--- src/rtl/w4823_fir_filter_pkg.sv ---
// w4823_fir_filter_pkg: shared constants, number formats and sequencer states for the FIR filter
package w4823_fir_filter_pkg;
  localparam int NTAPS = 64;
  localparam int CAW = $clog2(NTAPS);
  localparam int H_SGN = 15;
  localparam int H_EXP_HI = 14;
  localparam int H_EXP_LO = 10;
  localparam int H_MAN_HI = 9;
  localparam int O_SGN = 28;
  localparam int O_EXP_HI = 27;
  localparam int O_EXP_LO = 22;
  localparam int O_MAN_HI = 21;
  localparam int O_BIAS = 52;
  // an FP16 value is sig11 * 2^(e - 25), so a product exponent is e1 + e2 - 50 + O_BIAS
  localparam int H_SIG_EXP = 25;
  localparam int PROD_EOFF = O_BIAS - 2 * H_SIG_EXP;
  typedef struct packed {
    logic s;
    logic [O_EXP_HI-O_EXP_LO:0] e;
    logic [O_MAN_HI:0] m;
  } fp29_t;
  typedef enum logic {S_IDLE, S_MAC} seq_t;
endpackage

--- src/rtl/w4823_fir_filter_if.sv ---
// w4823_fir_filter_if: sample, coefficient and result signals of the FIR filter
interface w4823_fir_filter_if;
  import w4823_fir_filter_pkg::*;
  logic [H_SGN:0] din;
  logic valid_in;
  logic [H_SGN:0] cin;
  logic [CAW-1:0] caddr;
  logic cload;
  logic [O_SGN:0] dout_29i;
  logic valid;
  modport master (output din, valid_in, cin, caddr, cload, input dout_29i, valid);
  modport slave (input din, valid_in, cin, caddr, cload, output dout_29i, valid);
endinterface

--- src/rtl/w4823_fir_filter_mac.sv ---
// fir_fp_mac: one FP16 x FP16 multiply folded into the 29-bit floating-point accumulator
module fir_fp_mac
  import w4823_fir_filter_pkg::*;
(
  input  logic [H_SGN:0] coef,
  input  logic [H_SGN:0] samp,
  input  fp29_t          acc,
  output fp29_t          acc_nx
);
  logic [21:0] p;
  logic [6:0] pe;
  logic zp;
  fp29_t prod, big, sml;
  logic swap;
  logic [5:0] d;
  logic [22:0] sum;
  logic [4:0] lz;
  assign p = 22'({1'b1, coef[H_MAN_HI:0]}) * 22'({1'b1, samp[H_MAN_HI:0]});
  assign pe = 7'(coef[H_EXP_HI:H_EXP_LO]) + 7'(samp[H_EXP_HI:H_EXP_LO]) + 7'(PROD_EOFF) - 7'(!p[21]);
  assign zp = coef[H_EXP_HI:H_EXP_LO] == '0 || samp[H_EXP_HI:H_EXP_LO] == '0;
  assign prod = zp ? 29'd0 : {coef[H_SGN] ^ samp[H_SGN], pe > 7'd63 ? 6'd63 : pe[5:0], p[21] ? p : {p[20:0], 1'b0}};
  // zero is all-zero, so it always loses the magnitude compare and aligns away to nothing
  assign swap = {prod.e, prod.m} > {acc.e, acc.m};
  assign big = swap ? prod : acc;
  assign sml = swap ? acc : prod;
  assign d = big.e - sml.e;
  assign sum = big.s == sml.s ? {1'b0, big.m} + {1'b0, sml.m >> d} : {1'b0, big.m} - {1'b0, sml.m >> d};
  // position of the leading one below the carry bit
  always_comb begin
    lz = '0;
    for (int i = 0; i < 22; i++) if (sum[i]) lz = 5'(21 - i);
  end
  assign acc_nx = sum[22] ? {big.s, big.e == 6'd63 ? 6'd63 : big.e + 6'd1, sum[22:1]} :
                  (sum == '0 || big.e < 6'(lz)) ? 29'd0 : {big.s, big.e - 6'(lz), sum[21:0] << lz};
endmodule

--- src/rtl/w4823_fir_filter.sv ---
// w4823_fir_filter: 64-tap FP16 FIR, one serial MAC per clk_fast cycle per sample strobe
module w4823_fir_filter #(
  parameter int NTAPS = w4823_fir_filter_pkg::NTAPS
) (
  input logic clk_fast,
  input logic rst_n,
  input logic clk_slow,
  w4823_fir_filter_if.slave bus
);
  import w4823_fir_filter_pkg::*;
  localparam int AW = $clog2(NTAPS);
  logic [H_SGN:0] cmem [NTAPS];
  logic [H_SGN:0] x [NTAPS];
  logic slow_q, strobe, last, done;
  logic [AW-1:0] idx;
  fp29_t acc, acc_nx;
  seq_t state, state_nx;
  assign strobe = (clk_slow & ~slow_q) | bus.valid_in;
  assign last = idx == AW'(NTAPS - 1);
  fir_fp_mac u_mac (.coef(cmem[idx]), .samp(x[idx]), .acc(acc), .acc_nx(acc_nx));
  // coefficient writes land on the falling edge and are never reset
  always_ff @(negedge clk_fast) if (bus.cload) cmem[AW'(bus.caddr)] <= bus.cin;
  // sequencer state register
  always_ff @(posedge clk_fast or negedge rst_n)
    if (!rst_n) state <= S_IDLE;
    else state <= state_nx;
  // a strobe (re)starts the run; the last tap finishes it and publishes the result
  always_comb begin
    state_nx = state;
    done = 1'b0;
    if (strobe) state_nx = S_MAC;
    else if (state == S_MAC) begin
      done = last;
      state_nx = last ? S_IDLE : S_MAC;
    end
  end
  // edge detector, delay line, accumulator and output register
  always_ff @(posedge clk_fast or negedge rst_n)
    if (!rst_n) begin
      slow_q <= 1'b0;
      idx <= '0;
      acc <= '0;
      bus.dout_29i <= '0;
      bus.valid <= 1'b0;
      for (int k = 0; k < NTAPS; k++) x[k] <= '0;
    end else begin
      slow_q <= clk_slow;
      bus.valid <= done;
      if (done) bus.dout_29i <= acc_nx;
      if (strobe) begin
        x[0] <= bus.din;
        for (int k = 1; k < NTAPS; k++) x[k] <= x[k-1];
        idx <= '0;
        acc <= '0;
      end else if (state == S_MAC) begin
        acc <= acc_nx;
        idx <= idx + 1'b1;
      end
    end
endmodule

--- src/flat_wrapper.sv ---
// flat-port wrapper written by rule: the top's interface ports become plain ports
module w4823_fir_filter_flat import w4823_fir_filter_pkg::*;
#(
  parameter int NTAPS = w4823_fir_filter_pkg::NTAPS
)
  (clk_fast, rst_n, clk_slow, bus_din, bus_valid_in, bus_cin, bus_caddr, bus_cload, bus_dout_29i, bus_valid);
  w4823_fir_filter_if bus_i ();
  input logic clk_fast;
  input logic rst_n;
  input logic clk_slow;
  input wire logic [$bits(bus_i.din)-1:0] bus_din;
  input wire logic [$bits(bus_i.valid_in)-1:0] bus_valid_in;
  input wire logic [$bits(bus_i.cin)-1:0] bus_cin;
  input wire logic [$bits(bus_i.caddr)-1:0] bus_caddr;
  input wire logic [$bits(bus_i.cload)-1:0] bus_cload;
  output wire logic [$bits(bus_i.dout_29i)-1:0] bus_dout_29i;
  output wire logic [$bits(bus_i.valid)-1:0] bus_valid;
  assign bus_i.din = bus_din;
  assign bus_i.valid_in = bus_valid_in;
  assign bus_i.cin = bus_cin;
  assign bus_i.caddr = bus_caddr;
  assign bus_i.cload = bus_cload;
  assign bus_dout_29i = bus_i.dout_29i;
  assign bus_valid = bus_i.valid;
  w4823_fir_filter #(.NTAPS(NTAPS)) u_core (.clk_fast(clk_fast), .rst_n(rst_n), .clk_slow(clk_slow), .bus(bus_i));
endmodule
--- config.mk ---
export PLATFORM = sky130hd
export DESIGN_NAME = w4823_fir_filter_flat
export DESIGN_NICKNAME = d
export VERILOG_FILES = /design/src/rtl/w4823_fir_filter_pkg.sv /design/src/rtl/w4823_fir_filter_if.sv /design/src/rtl/w4823_fir_filter_mac.sv /design/src/rtl/w4823_fir_filter.sv /design/src/flat_wrapper.sv
export SDC_FILE = /design/constraint.sdc
export NUM_CORES = 2
export LEC_CHECK = 0
export ABC_AREA = 1
export CORE_ASPECT_RATIO = 1.1
export CORE_MARGIN = 4
export CORE_UTILIZATION = 64
export CTS_CLUSTER_SIZE = 14
export DETAILED_ROUTE_END_ITERATION = 6
export GPL_TIMING_DRIVEN = 0
export PLACE_DENSITY = 0.92
export SLEW_MARGIN = 20
export SYNTH_ARGS = -nofsm -noshare
export SYNTH_HDL_FRONTEND = slang
export SYNTH_SLANG_ARGS = --single-unit
export TNS_END_PERCENT = 5
--- constraint.sdc ---
create_clock -name clk_fast -period 23 [get_ports clk_fast]
set_input_delay 2.3 -clock clk_fast [delete_from_list [all_inputs] [get_ports clk_fast]]
set_output_delay 2.3 -clock clk_fast [all_outputs]
set_load 0.03 [all_outputs]
==> impl_results.md, run 1 <==
* Initial Util at 64.7%
* Syn Inst Count at 11,236
* Clock root cell: clkbuf_16
* Status: aborted with a tool error
* Hold-fix buffers, CTS at 0
* Number of global-route vias before repair at 123,345
* EDFF count, synth at 1,024
* Async set-or-reset flop fraction in the synthesized netlist at 51.6%
* Height of the die at 426 um
* Cts bufs inserted at roughly 210
* Pre-CTS setup slack at -6.88 ns
* Stopped at: 5_1_grt
* Worst-case clock buffer depth at 3
* Die width at 388 um
* Error msg: [ERROR GRT-0116] Global routing finished with congestion. Check the congestion regions in the DRC Viewer.
* Maximum number of pins on one net before global-route repair at 151
* Prevailing post-synth register cell: dfrtp_1
* GPL Wtd Cong at 1.22
* Sequential fraction of the synthesis area at 57.2%
* Synthesized area per cell at 9.03 sq um
* Top-level port count at 73
* Synth cell types at 66
* GR Util All Layers at about 83%
* Register bit total from synthesis at 2,115
* Synthesized area at 101,000 sq um
* Grt total ovfl at between 1,500 and 2,000
* TritonCTS sink count at 2,115
* Yosys Warn Count at 0
* Detail Placement HPWL at 366,000 um
* First-pass GRT wire length at a little under 1,000,000 um
* Syn Nets at 11,494
* Site Rows at 152
* CTS H-tree depth at 4
* I/O Buffers at 68
* Placed cell areas at 108,000 sq um
[metrics by stage]
stage	utilization (%)	cells
2_1_floorplan	-	11236
3_3_place_gp	67.2	13383
3_5_place_dp	68.9	13495
4_1_cts	76.9	14964
[routing by layer]
layer | GRT overflow | track usage (%)
met3 | 290 | 73.9
met5 | 66 | 54.7
met4 | 417 | 76.7
met1 | 368 | 85.3
met2 | 701 | 93.6
[cells in the mapped netlist (all sizes together), types with 3 or more instances]
library cell,number,area (sq um)
nand2,2929,11100
o21ai,1756,8810
dfrtp,1091,27300
edfxtp,1024,30700
inv,965,3630
nor2,713,2710
nand3,657,3380
a21oi,571,2860
clkbuf,539,2020
buf,206,1310
ha,131,1640
o22ai,129,807
o211ai,111,853
fa,84,1680
nand4,71,509
o221ai,63,552
xor2,45,394
a31oi,18,113
xnor2,17,149
a32o,16,160
nor4,15,93.8
nor3,13,70.1
o311ai,8,70.1
o31ai,8,60.1
nand3b,7,56.3
or2,7,43.8
o21a,6,45.0
a21o,4,30.0
a311o,4,40.0
and2,4,25.0
a211oi,3,22.5
clkinv,3,11.3
o21bai,3,22.5
[logic make-up after synthesis]
group                      share of synthesized area, %
DFF                                                57.2
AOI/OAI and AO/OA                                  14.3
xor gates and xnor gates                          0.535
adders and majority gates                          3.27
buffers and inverters                              6.88
and+or+nand+nor                                    17.7
[what timing repair did]
action                     in CTS
resized for setup             170
buffers inserted               54
pin swaps                      72
setup endpoints to repair      58
gates cloned                    2
==> inputs of run 2 (changes only) <==
Settings changed: CORE_ASPECT_RATIO 1.1 to default, CORE_UTILIZATION 64 to 40, CTS_CLUSTER_SIZE 14 to default, PLACE_DENSITY 0.92 to default, PLACE_DENSITY_LB_ADDON from default to 0.15.
==> impl_results.md, run 2 <==
* Status: finished with violations (was aborted with a tool error)
* Failing checks: DRC, setup timing
* Critical Path AT at 28.02 ns
* Area leader, netlist: edfxtp_1 (unchanged)
* Cts bufs inserted at 237 (was 209)
* Routed wire length at 564,000 um
* Slew margin rel. at 2.06%
* Top-count cell post-synth: nand2_1 (unchanged)
* Worst-case clock buffer depth at 3 (unchanged)
* Yosys Warn Count at 0 (unchanged)
* Syn Nets at 11,494 (unchanged)
* Post-synth top area share at 30.3% (unchanged)
* Largest registers: u_core.cmem (1024), u_core.x (1024)
* Die width at 512 um (was 388 um)
* Critical Path Start Type: flip-flop
* Antenna Nets Post-Route at 0
* Vias per cell at 6.08
* Clk_skew at 0.0819 ns
* CP endpoint kind: flip-flop
* GPL Wtd Cong at 1.05 (was 1.22)
* Initial antenna violation count at 99
* Top-level port count at 73 (unchanged)
* Final nets at 13,081
* WL/cell at 34.3 um
* Max cap viols at 0
* I/O Buffers at 68 (unchanged)
* TritonCTS sink count at 2,115 (unchanged)
* Initial DRC Count at around 17,000
* Die area at 262,000 sq um
* CTS H-tree depth at 4 (unchanged)
* Async set-or-reset flop fraction in the synthesized netlist at 51.6% (unchanged)
* RSZ-0062 raised after global routing: yes
* Grt total ovfl at 0
* Syn Inst Count at 11,236 (unchanged)
* Slowest cell on the critical path: o211ai_1
* Pre-CTS setup slack at -5.91 ns (was -6.88 ns)
* CP max stage delay at 0.70 ns
* Kind of critical path: flip-flop to flip-flop
* Layout Utilization at 49.5%
* Placeable Area at about 250,000 sq um
* Prevailing post-synth register cell: dfrtp_1 (unchanged)
* Synthesized area at 101,000 sq um (unchanged)
* Residual DRC at 5
* Main area contributors after synthesis: edfxtp_1 30%, dfrtp_1 27%, nand2_1 11%, o21ai_0 8.5%, inv_1 3.5% (unchanged)
* Synthesized area per cell at 9.03 sq um (unchanged)
* Final hold violation count at 0
* Clock Latency Late Sink at 0.95 ns
* Site Rows at 184 (was 152)
* Drt pass-1 iters at 7
* CP dominant cell by count: nand2_2
* Detailed-route via count at 99,861
* Layout cells sized above 1 at 11.2%
* Final setup viols at 58
* P&R area growth vs syn at 22.9%
* Max Slew Vio Count at 0
* Clock slew at reported path FFs at about 0.060 ns
* Initial Util at 40.3% (was 64.7%)
* First-pass GRT wire length at 755,000 um
* Post-synth top cells: 2,907 x nand2_1, 1,716 x o21ai_0, 1,091 x dfrtp_1 (unchanged)
* Maximum number of pins on one net before global-route repair at around 140
* GR Util All Layers at 41.7%
* Hold-fix buffers, CTS at 0 (unchanged)
* Commonest cells after routing, fill and taps aside: 2,807 x nand2_1, 1,974 x inv_1, 1,677 x o21ai_0
* Clock root cell: clkbuf_16 (unchanged)
* Synth cell types at 66 (unchanged)
* Detail Placement HPWL at 411,000 um (was 366,000 um)
* CTS tree: done
* EDFF count, synth at 1,024 (unchanged)
* WP data required at 23.80 ns
* Crit path max fanout at 6
* Number of global-route vias before repair at 93,069
* Hold Crit Class: flip-flop to flip-flop
* Sequential fraction of the synthesis area at 57.2% (unchanged)
* Fin worst setup slack at -4.22 ns
* Register bit total from synthesis at 2,115 (unchanged)
* Actual slew at the worst max-slew pin at 1.47 ns
* Most common cell after layout, fill and taps aside: nand2_1
* Height of the die at 512 um (was 426 um)
run 2: cell counts after synthesis:
Identical to the previous run, type by type.
run 2: routing by layer:
| metal | part of all wire, % | vias up | track usage [%] |
|---|---|---|---|
| met5 | 0.031 | - | 0.0913 |
| met4 | 6.5 | 28 | 23.6 |
| met3 | 14 | 1668 | 14.9 |
| met2 | 40 | 7966 | 57.1 |
| met1 | 39 | 49274 | 56.9 |
| li1 | - | 40925 | - |
run 2: cells by family after synthesis:
group | share of synthesized area [%]
adder cells (fa/ha/maj) | 3.27
AND/OR/NAND/NOR | 17.7
flip-flops | 57.2
AO/OA/AOI/OAI | 14.3
XOR/XNOR | 0.535
buffers and inverters | 6.88
run 2: layout make-up:
type | count | area (sq um)
Clock inverter | 1180 | 5590
Timing Repair Buffer | 326 | 4200
Antenna cell | 60 | 150
Inverter | 967 | 3660
Fill cell | 24155 | 127000
Tap cell | 3348 | 4190
Buffer | 745 | 3800
Sequential cell | 2115 | 58100
Clock buffer | 287 | 6490
Multi-Input combinational cell | 7407 | 38500
run 2: path summary, 6_finish.rpt:
kind / startpoint / endpoint / slack, ns / cells past startpoint
worst max-delay path: u_core.cmem[50][5]$_DFFE_NP_ / u_core.bus.dout_29i[21]$_DFFE_PN0P_ / -4.22 / 93
worst min-delay path: u_core.x[247]$_DFFE_PN0N_ / u_core.x[231]$_DFFE_PN0N_ / 0.46 / 2
worst max register to register: u_core.cmem[50][5]$_DFFE_NP_ / u_core.bus.dout_29i[21]$_DFFE_PN0P_ / -4.22 / 93
worst min register to register: u_core.x[247]$_DFFE_PN0N_ / u_core.x[231]$_DFFE_PN0N_ / 0.46 / 2
max in group asynchronous: rst_n / u_core.x[739]$_DFFE_PN0N_ / 19.24 / 5
min in group asynchronous: rst_n / u_core.x[989]$_DFFE_PN0N_ / 1.38 / 2
run 2: what timing repair did:
item	CTS	global route
setup endpoints to repair	58	58
endpoints found under the hold margin	0	0
gates cloned	5	1
gates resized for setup	221	127
buffers inserted	90	24
pin swaps	118	111
run 2: per-stage QoR:
step	instances	TNS (ns)	cell area [sq um]	hold WS (ns)
2_1_floorplan	11236	-113.43	102000	0.448
3_3_place_gp	14652	-	107000	0.464
3_5_place_dp	14786	-325.92	110000	0.465
4_1_cts	16347	-224.66	124000	0.450
5_1_grt	16379	-272.55	124000	0.474
6_report	16435	-240.23	125000	0.464
run 2: worst max-delay path: cells and delay by family (launching register included):
family,cells,cell delay (ns)
AO/OA/AOI/OAI,17,3.13
AND/OR/NAND/NOR,40,4.72
buffers and inverters,18,1.79
XOR/XNOR,3,0.38
adder cells (fa/ha/maj),15,5.24
flip-flops,1,0.35
Power of run 2 is left out: the tool's default activity adds up to more than one toggle a clock period on the data nets, which glitch-free logic cannot reach.
